--- src/rtl/nisc_pkg.sv ---
`default_nettype none
// ============================================================================
//  Module   : nisc_pkg
//  Purpose  : Shared types and default sizes for the NISC fetch path (pc,
//             cw_fetch, datapath).
//  Contents : fetch_state_t  - fetch FSM state encoding
//             c_PSIZE        - default program address width
//             c_CSIZE        - default control word width
//             fifo_has_room  - true when a 2-entry buffer can take a word
//  Revision : 1.0 - initial release
// ============================================================================
package nisc_pkg;

  localparam int c_PSIZE = 6;
  localparam int c_CSIZE = 16;

  typedef enum logic [1:0] {
    IDLE = 2'd0,
    REQ  = 2'd1,
    DROP = 2'd2
  } fetch_state_t;

  // A 2-entry buffer has room for another word while it holds fewer than 2.
  function automatic logic fifo_has_room(input logic [1:0] n);
    return (n < 2'd2);
  endfunction

endpackage : nisc_pkg
`default_nettype wire

--- src/rtl/cw_fifo.sv ---
`default_nettype none
// ============================================================================
//  Module   : cw_fifo
//  Purpose  : 2-entry control-word buffer between program memory and the
//             datapath. Entry 0 is always the head, so a pop is a shift.
//  Ports    : clk        in   clock, rising edge
//             Reset      in   asynchronous active-high reset
//             clear      in   empty the buffer at the next edge (wins over pop)
//             push       in   write din behind the current contents
//             din        in   word to push
//             pop        in   remove the head (ignored when empty or clearing)
//             count      out  entries held (0..2)
//             count_next out  occupancy after this cycle's push/pop/clear
//             head       out  head entry, 0 when empty
//  Revision : 1.0 - initial release
// ============================================================================
module cw_fifo #(
  parameter int Csize = 16
) (
  input  logic             clk,
  input  logic             Reset,
  input  logic             clear,
  input  logic             push,
  input  logic [Csize-1:0] din,
  input  logic             pop,
  output logic [1:0]       count,
  output logic [1:0]       count_next,
  output logic [Csize-1:0] head
);

  logic [Csize-1:0] r_e0;
  logic [Csize-1:0] r_e1;
  logic [1:0]       r_count;

  logic             w_pop;
  logic [1:0]       w_base;
  logic [Csize-1:0] w_e0_nx;
  logic [Csize-1:0] w_e1_nx;

  always_comb begin
    w_pop   = pop && (r_count != 2'd0) && !clear;
    // Slot the pushed word lands in: first free slot after any pop shift.
    w_base  = r_count - {1'b0, w_pop};
    w_e0_nx = w_pop ? r_e1 : r_e0;
    w_e1_nx = r_e1;
    if (push && !clear) begin
      if (w_base == 2'd0) begin
        w_e0_nx = din;
      end else begin
        w_e1_nx = din;
      end
    end
    if (clear) begin
      count_next = 2'd0;
    end else begin
      count_next = w_base + {1'b0, push};
    end
  end

  always_ff @(posedge clk or posedge Reset) begin
    if (Reset) begin
      r_e0    <= '0;
      r_e1    <= '0;
      r_count <= 2'd0;
    end else begin
      r_e0    <= w_e0_nx;
      r_e1    <= w_e1_nx;
      r_count <= count_next;
    end
  end

  assign count = r_count;
  // Stale data may sit in r_e0 after a clear; never expose it.
  assign head  = (r_count != 2'd0) ? r_e0 : '0;

endmodule : cw_fifo
`default_nettype wire

--- src/rtl/cw_fetch.sv ---
`default_nettype none
// ============================================================================
//  Module   : cw_fetch
//  Purpose  : Control-word fetch unit. Reads the word at pc_addr from program
//             memory (any number of wait states), queues it in a 2-entry
//             buffer toward the datapath, and drops pc_hold for exactly one
//             cycle per accepted word so the PC advances once per fetch.
//  Ports    : clk        in   clock, rising edge
//             Reset      in   asynchronous active-high reset
//             pc_addr    in   current PC
//             pc_hold    out  0 = PC increments at the next edge
//             flush      in   discard buffered and in-flight words
//             mem_req    out  program memory read request
//             mem_addr   out  read address (0 when not requesting)
//             mem_ack    in   read complete, mem_rdata valid this cycle
//             mem_rdata  in   control word from memory
//             cw_valid   out  buffer head valid
//             cw         out  buffer head word (0 when empty)
//             cw_ready   in   datapath takes the head when cw_valid & cw_ready
//  Revision : 1.0 - initial release
// ============================================================================
module cw_fetch
  import nisc_pkg::*;
#(
  parameter int Psize = c_PSIZE,
  parameter int Csize = c_CSIZE
) (
  input  logic             clk,
  input  logic             Reset,
  input  logic [Psize-1:0] pc_addr,
  output logic             pc_hold,
  input  logic             flush,
  output logic             mem_req,
  output logic [Psize-1:0] mem_addr,
  input  logic             mem_ack,
  input  logic [Csize-1:0] mem_rdata,
  output logic             cw_valid,
  output logic [Csize-1:0] cw,
  input  logic             cw_ready
);

  fetch_state_t r_state;
  fetch_state_t w_state_nx;

  logic         w_push;
  logic         w_pop;
  logic [1:0]   w_count;
  logic [1:0]   w_count_nx;

  assign w_pop = cw_valid && cw_ready;

  cw_fifo #(
    .Csize (Csize)
  ) u_fifo (
    .clk        (clk),
    .Reset      (Reset),
    .clear      (flush),
    .push       (w_push),
    .din        (mem_rdata),
    .pop        (w_pop),
    .count      (w_count),
    .count_next (w_count_nx),
    .head       (cw)
  );

  assign cw_valid = (w_count != 2'd0);

  always_ff @(posedge clk or posedge Reset) begin
    if (Reset) begin
      r_state <= IDLE;
    end else begin
      r_state <= w_state_nx;
    end
  end

  // A request is only issued while the buffer will have room, so a push
  // never needs an overflow check. PC stays put (hold=1) for the whole read,
  // which keeps mem_addr stable until the ack.
  always_comb begin
    w_state_nx = r_state;
    mem_req    = 1'b0;
    pc_hold    = 1'b1;
    w_push     = 1'b0;
    case (r_state)
      IDLE: begin
        if (!flush && fifo_has_room(w_count_nx)) begin
          w_state_nx = REQ;
        end
      end
      REQ: begin
        mem_req = 1'b1;
        if (mem_ack) begin
          if (flush) begin
            w_state_nx = IDLE;
          end else begin
            w_push     = 1'b1;
            pc_hold    = 1'b0;
            w_state_nx = fifo_has_room(w_count_nx) ? REQ : IDLE;
          end
        end else if (flush) begin
          w_state_nx = DROP;
        end
      end
      DROP: begin
        // Finish the read the memory already started, then throw it away.
        mem_req = 1'b1;
        if (mem_ack) begin
          w_state_nx = IDLE;
        end
      end
      default: begin
        w_state_nx = IDLE;
      end
    endcase
  end

  assign mem_addr = mem_req ? pc_addr : '0;

endmodule : cw_fetch
`default_nettype wire

--- config.mk ---
export PLATFORM = sky130hd
export DESIGN_NAME = cw_fetch
export DESIGN_NICKNAME = d
export VERILOG_FILES = /design/src/rtl/nisc_pkg.sv /design/src/rtl/cw_fifo.sv /design/src/rtl/cw_fetch.sv
export SDC_FILE = /design/constraint.sdc
export NUM_CORES = 1
export LEC_CHECK = 0
export CORE_UTILIZATION = 45
export CTS_BUF_LIST = sky130_fd_sc_hd__clkbuf_2
export DETAILED_ROUTE_END_ITERATION = 8
export PLACE_DENSITY = 0.78
export REMOVE_ABC_BUFFERS = 1
export SYNTH_ARGS = -nofsm -noshare
export SYNTH_HDL_FRONTEND = slang
export SYNTH_HIERARCHICAL = 1
export SYNTH_SLANG_ARGS = --single-unit
--- constraint.sdc ---
create_clock -name clk -period 2.4 [get_ports clk]
set_clock_uncertainty 0.2 [all_clocks]
set_input_delay 0.48 -clock clk [delete_from_list [all_inputs] [get_ports clk]]
set_output_delay 0.48 -clock clk [all_outputs]
set_load 0.03 [all_outputs]
* Word level (Yosys, flattened, before mapping) *
Index checks and enable logic that the tools add are counted.

cells by class
  bitwise gates (word level) = 1
  multipliers = 0
  reductions and logical operators = 12
  add/sub/neg operators = 2
  magnitude comparators = 1
  divide/modulo/power cells = 0
  eq/ne operators = 5
  shift operators = 0
  multiplexer cells = 20

operator list
  operator              count
  $mux W16              4
  $mux W2               5
  $mux W1               9
  $mux W6               1
  $pmux W2 S3           1
  $logic_and A1 B1 Y1   5
  $logic_not A2 Y1      2
  $ne A2 B2 Y1 const B  2
  $ne A3 B3 Y1 const B  1
  $reduce_and A3 Y1     1
  $add A2 B1 Y2         1
  $eq A2 B1 Y1 const B  1
  $eq A2 B2 Y1 const B  1
  $lt A2 B2 Y1 const B  1
  $reduce_and A2 Y1     1
  $reduce_bool A2 Y1    1
  $reduce_or A2 Y1      1
  $sub A2 B1 Y2         1
  $logic_not A1 Y1      1
  $not A1 Y1            1

storage, ports and cells
  input port bits = 27
  memories = 0
  memory bits (writable) = 0
  memory bits (read-only) = 0
  register bits after elaboration = 36
  latch bits = 0
  output and inout bits = 25
  logic and storage cells = 45

* Logic depth before layout (Yosys ltp) *
  depth after elaboration = 12
  depth in mapped cells = 12

* Hierarchy *
The synthesis kept the hierarchy.

modules (own cells, without submodules)
  module    instances  area an instance (µm²)  cells each
  cw_fifo   1          1721.7                  165
  cw_fetch  1          245.2                   31

* Worst setup path before layout *
Ideal clock, no wire load.

  kind = register to register
  start = reg u_fifo.r_count[0], in the netlist u_fifo/count[0]
  end = reg r_state[1]
  setup time = 0.062 ns
  slack = -0.281 ns
  required time = 2.138 ns
  cell stages (with the launch flop) = 13
  clock period less this slack = 2.681 ns
  data arrival time = 2.418 ns
  path through = dfrtp_1 or2_2 and2_1 nor2b_1 buf_2 nand2_1 xnor2_1 ha_1 or3_1 a21oi_1 o211ai_1 o21ai_0 a21o_2

between the ends
  word-level cells in the longest chain between the ends = 11

ends and longest elaborated chain
  element                            line            text
  start: declaration                 cw_fifo.sv:33   logic [1:0] r_count;
  start signal: assignment           cw_fifo.sv:68   r_count <= count_next;
  $reduce_bool A2 Y1                 cw_fetch.sv:66  assign cw_valid = (w_count != 2'd0);
  via cw_valid                       cw_fetch.sv:37  output logic cw_valid,
  $logic_and A1 B1 Y1                cw_fetch.sv:50  assign w_pop = cw_valid && cw_ready;
  via w_pop                          cw_fetch.sv:46  logic w_pop;
  $logic_and A1 B1 Y1 (2 in series)  cw_fifo.sv:41   w_pop = pop && (r_count != 2'd0) && !clear;
  $sub A2 B1 Y2                      cw_fifo.sv:43   w_base = r_count - {1'b0, w_pop};
  $add A2 B1 Y2                      cw_fifo.sv:56   count_next = w_base + {1'b0, push};
  $mux W2                            cw_fifo.sv:53   if (clear) begin
  via w_count_nx[1]                  cw_fetch.sv:48  logic [1:0] w_count_nx;
  $lt A2 B2 Y1                       nisc_pkg.sv:25  return (n < 2'd2);
  $logic_and A1 B1 Y1                cw_fetch.sv:86  if (!flush && fifo_has_room(w_count_nx)) begin
  $ne A2 B2 Y1 (no line)             -
  $reduce_and A3 Y1 (no line)        -
  end signal: assignment             cw_fetch.sv:72  r_state <= w_state_nx;
  end: declaration                   cw_fetch.sv:42  fetch_state_t r_state;

The timed path passes the listed nets, and every way through them passes these cells.
A chain may end at the register's enable or synchronous reset.

* Worst setup path in the final report *
  start = reg u_fifo.r_count[1], in the netlist u_fifo/count[1]
  end = out cw[12]

between the ends
  word-level cells in the longest chain between the ends = 2

ends and longest elaborated chain
  element             line            text
  $reduce_bool A2 Y1  cw_fifo.sv:74   assign head = (r_count != 2'd0) ? r_e0 : '0;
  $mux W16            cw_fifo.sv:74
  end: declaration    cw_fetch.sv:38  output logic [Csize-1:0] cw,

Every way passes these cells.

==> run_results.csv <==
group,metric,value,unit
run_status,outcome,"complete, no violations",
global_routing,overflow,0,
floorplan,start_util,48.1,%
clocking,cts_root_buf,"clkbuf_2",
detailed_routing,first_iter_violations,148,
yosys,synth_top_area_share,45.8,%
detailed_routing,routed_wl,4890,um
floorplan,ioPinCount,52,
floorplan,die_area,4640,um^2
timing,timing.fmax,423,MHz
yosys,synth_seq_area_share,45.8,%
global_routing,grt_pass1_wl,7480,um
detailed_routing,drc_errors,0,
worst_setup_path,crit_top_cell,"buf_12",
power,power,2.58,mW
place,gp_congestion,0.802,
clocking,cts_tree,"built",
global_routing,grtUsageTotal,21.8,%
worst_setup_path,path_max_fanout,16,
floorplan,coreArea,4090,um^2
worst_setup_path,cp-end-kind,"primary output",
power,powerDensity,931,nW/um^2
timing,hold_viol_final,0,
floorplan,die_width,68.1,um
timing,rsz0062_at_grt,"true",
worst_setup_path,critPathCapture,"cw[12]",
detailed_routing,ant_nets,0,
yosys,synthTopCellsByArea,"dfrtp_1, mux2_2, and2_1",
clocking,ctsHoldBuffers,0,
clocking,clock_path_buffers,2,
timing,slew_violations,0,
worst_setup_path,crit_start,"u_fifo/count[1]",
final_layout,antenna_cells,0,
clocking,cts_sinks,36,
yosys,yosys_warnings,6,
worst_setup_path,worst_r2r_path_depth,11,
place,dp_hpwl,2980,um
detailed_routing,drt-wirelength-per-cell,15.8,um
yosys,synth_cell_types,33,
worst_setup_path,path_cells,"buf_12 > or2_4 > buf_12 > and2_4 > buf_6",
worst_setup_path,cp_data_arrival_time,1.68,ns
clocking,clkTransAtPathRegs,0.16,ns
timing,max_slew_margin,60.8,%
worst_setup_path,cp-start-kind,"register",
floorplan,placementRows,23,
final_layout,area_growth,41.0,%
worst_hold_path,hp-class,"in -> async",
yosys,ys_seq_elements,36,
timing,fin_crit,2.36,ns
timing,setup_tns,0,ns
power,p_leak,1.23,nW
yosys,synthCells,196,
clocking,insertion_delay,0.39,ns
flow_run,cap_violations,0,
floorplan,dieHeight,68.1,um
final_layout,layout-drive-gt1-share,36.5,%
place,portBuffers,51,
global_routing,antenna_found_initial,0,
global_routing,grt_pass1_vias,1636,
detailed_routing,vias_per_cell,5.65,
worst_setup_path,rr_startpoint,"u_fifo/count[1]",
worst_setup_path,max_stage_delay,0.46,ns
timing,whs,0.0575,ns
worst_setup_path,crit_type,"reg -> out",
global_routing,grt_max_degree,35,
worst_setup_path,crit_required,1.72,ns
clocking,cts.htree.levels,2,
place,pre_cts_slack,-0.304,ns
power,vdd_drop_max,706,uV
clocking,cts_buffers,5,
worst_setup_path,timing.rr.end,"r_state[1]",
timing,fin_ws,0.0356,ns
timing,tightest_slew,0.588,ns
worst_setup_path,cp_slowest_cell,"dfrtp_2",
yosys,syn-cell-area,1970,um^2
final_layout,fillCellCount,324,
timing,setup_viol,0,
final_layout,multi_input_area,1000,um^2
final_layout,nets,290,
final_layout,regArea,902,um^2
yosys,synth_area_per_cell,10.0,um^2
worst_setup_path,regToRegSetupSlack,0.04,ns
detailed_routing,via_count,1751,
timing,finalCritPeriodShare,98.5,%
detailed_routing,first_pass_iters,4,
yosys,synth_area_leader_cell,"dfrtp_1",
## report_power, final
group / internal [mW] / switching (mW) / total (mW)
combinational: 0.638 / 0.663 / 1.30
sequential: 0.868 / 0.134 / 1.00
clock: 0.0728 / 0.206 / 0.279
## final cells by class
type | instances | share of cell area, %
Multi-Input combinational cell | 136 | 36.2
Tap cell | 50 | 2.26
Timing Repair Buffer | 73 | 26.6
Inverter | 7 | 0.947
Clock buffer | 6 | 1.08
Clock inverter | 2 | 0.406
Sequential cell | 36 | 32.5
## metal layers
layer	vias to the layer above	global-route usage [%]	routed length [um]
li1	832	-	-
met1	846	28.2	2070
met2	65	36.4	2500
met3	8	3.50	251
met4	0	8.07	65
met5	-	0	0
## cells by family after synthesis
logic type      Yosys count  share of synthesized area [%]
flops                    36                           45.8
mux                      16                           9.16
xor+xnor                  1                          0.445
compound gates           42                           13.0
simple gates             73                           22.6
fa+ha+maj                 4                           2.54
buf+inv                  24                           6.42
## Yosys cell counts, drive strengths merged
master,number
nand2,2
a31oi,16
or3,2
nor2,1
buf,10
inv,7
and2,23
o31ai,1
o211ai,1
a21o,1
nand2b,3
nor3b,1
a21oi,3
o21ai,18
o41ai,1
nor4,16
mux2,16
nor2b,4
nand4bb,1
xnor2,1
ha,4
and2b,1
clkbuf,7
o21bai,1
nand3,16
or2,3
dfrtp,36
## registers in the layout, indices dropped and copies added, names as in the netlist
register      count
u_fifo/r_e0      16
u_fifo/r_e1      16
r_state           2
u_fifo/count      2
## critical path, delay by kind of cell, from the launching register on
family	cells	cell delay, ns
DFF	1	0.46
and+or+nand+nor	2	0.42
buffers and inverters	3	0.43
## timing repair
| action | in CTS | in global routing |
|---|---|---|
| buffers inserted | 0 | 4 |
| setup endpoints to repair | 20 | 20 |
| cloned | 0 | 2 |
| gates resized for setup | 11 | 43 |
| pin swaps | 1 | 3 |
## how the worst min path moves through the flow
stage                               from             end  slack, ns  depth (start not counted)
after floorplan                    Reset      r_state[0]       0.02                          1
after global placement    u_fifo/r_e1[2]  u_fifo/r_e1[2]       0.29                          1
after detailed placement  u_fifo/r_e1[4]  u_fifo/r_e1[4]       0.29                          1
after CTS                          Reset      r_state[1]       0.06                          2
after global routing               Reset      r_state[1]       0.09                          2
final                              Reset      r_state[1]       0.06                          2
## stage by stage
| step | util, % | instance area (um^2) | cells |
|---|---|---|---|
| 3_5_place_dp | 61.3 | 2500 | 296 |
| 6_report | 67.9 | 2770 | 310 |
| 5_1_grt | 67.9 | 2770 | 310 |
| 2_1_floorplan | - | 1870 | 179 |
| 3_3_place_gp | 61.3 | 2500 | 296 |
| 4_1_cts | 62.9 | 2570 | 304 |
## cell usage in the layout (no fill, tap or decap), types with 2 or more instances in the layout
cell type	netlist	routed
or2_4	0	2
a31oi_1	16	16
inv_1	7	7
nand2b_1	3	3
clkbuf_16	0	2
and2_4	0	16
nor2b_1	3	3
nor4_1	16	16
nand3_1	16	16
mux2_2	16	16
clkdlybuf4s50_1	0	26
o21ai_0	18	17
a21oi_1	3	2
dfrtp_1	36	35
nand2_1	2	2
buf_12	0	2
and2_1	23	7
clkbuf_2	0	6
buf_4	1	24
buf_6	2	16
ha_1	4	3
Power figures use the tool's default switching activity.
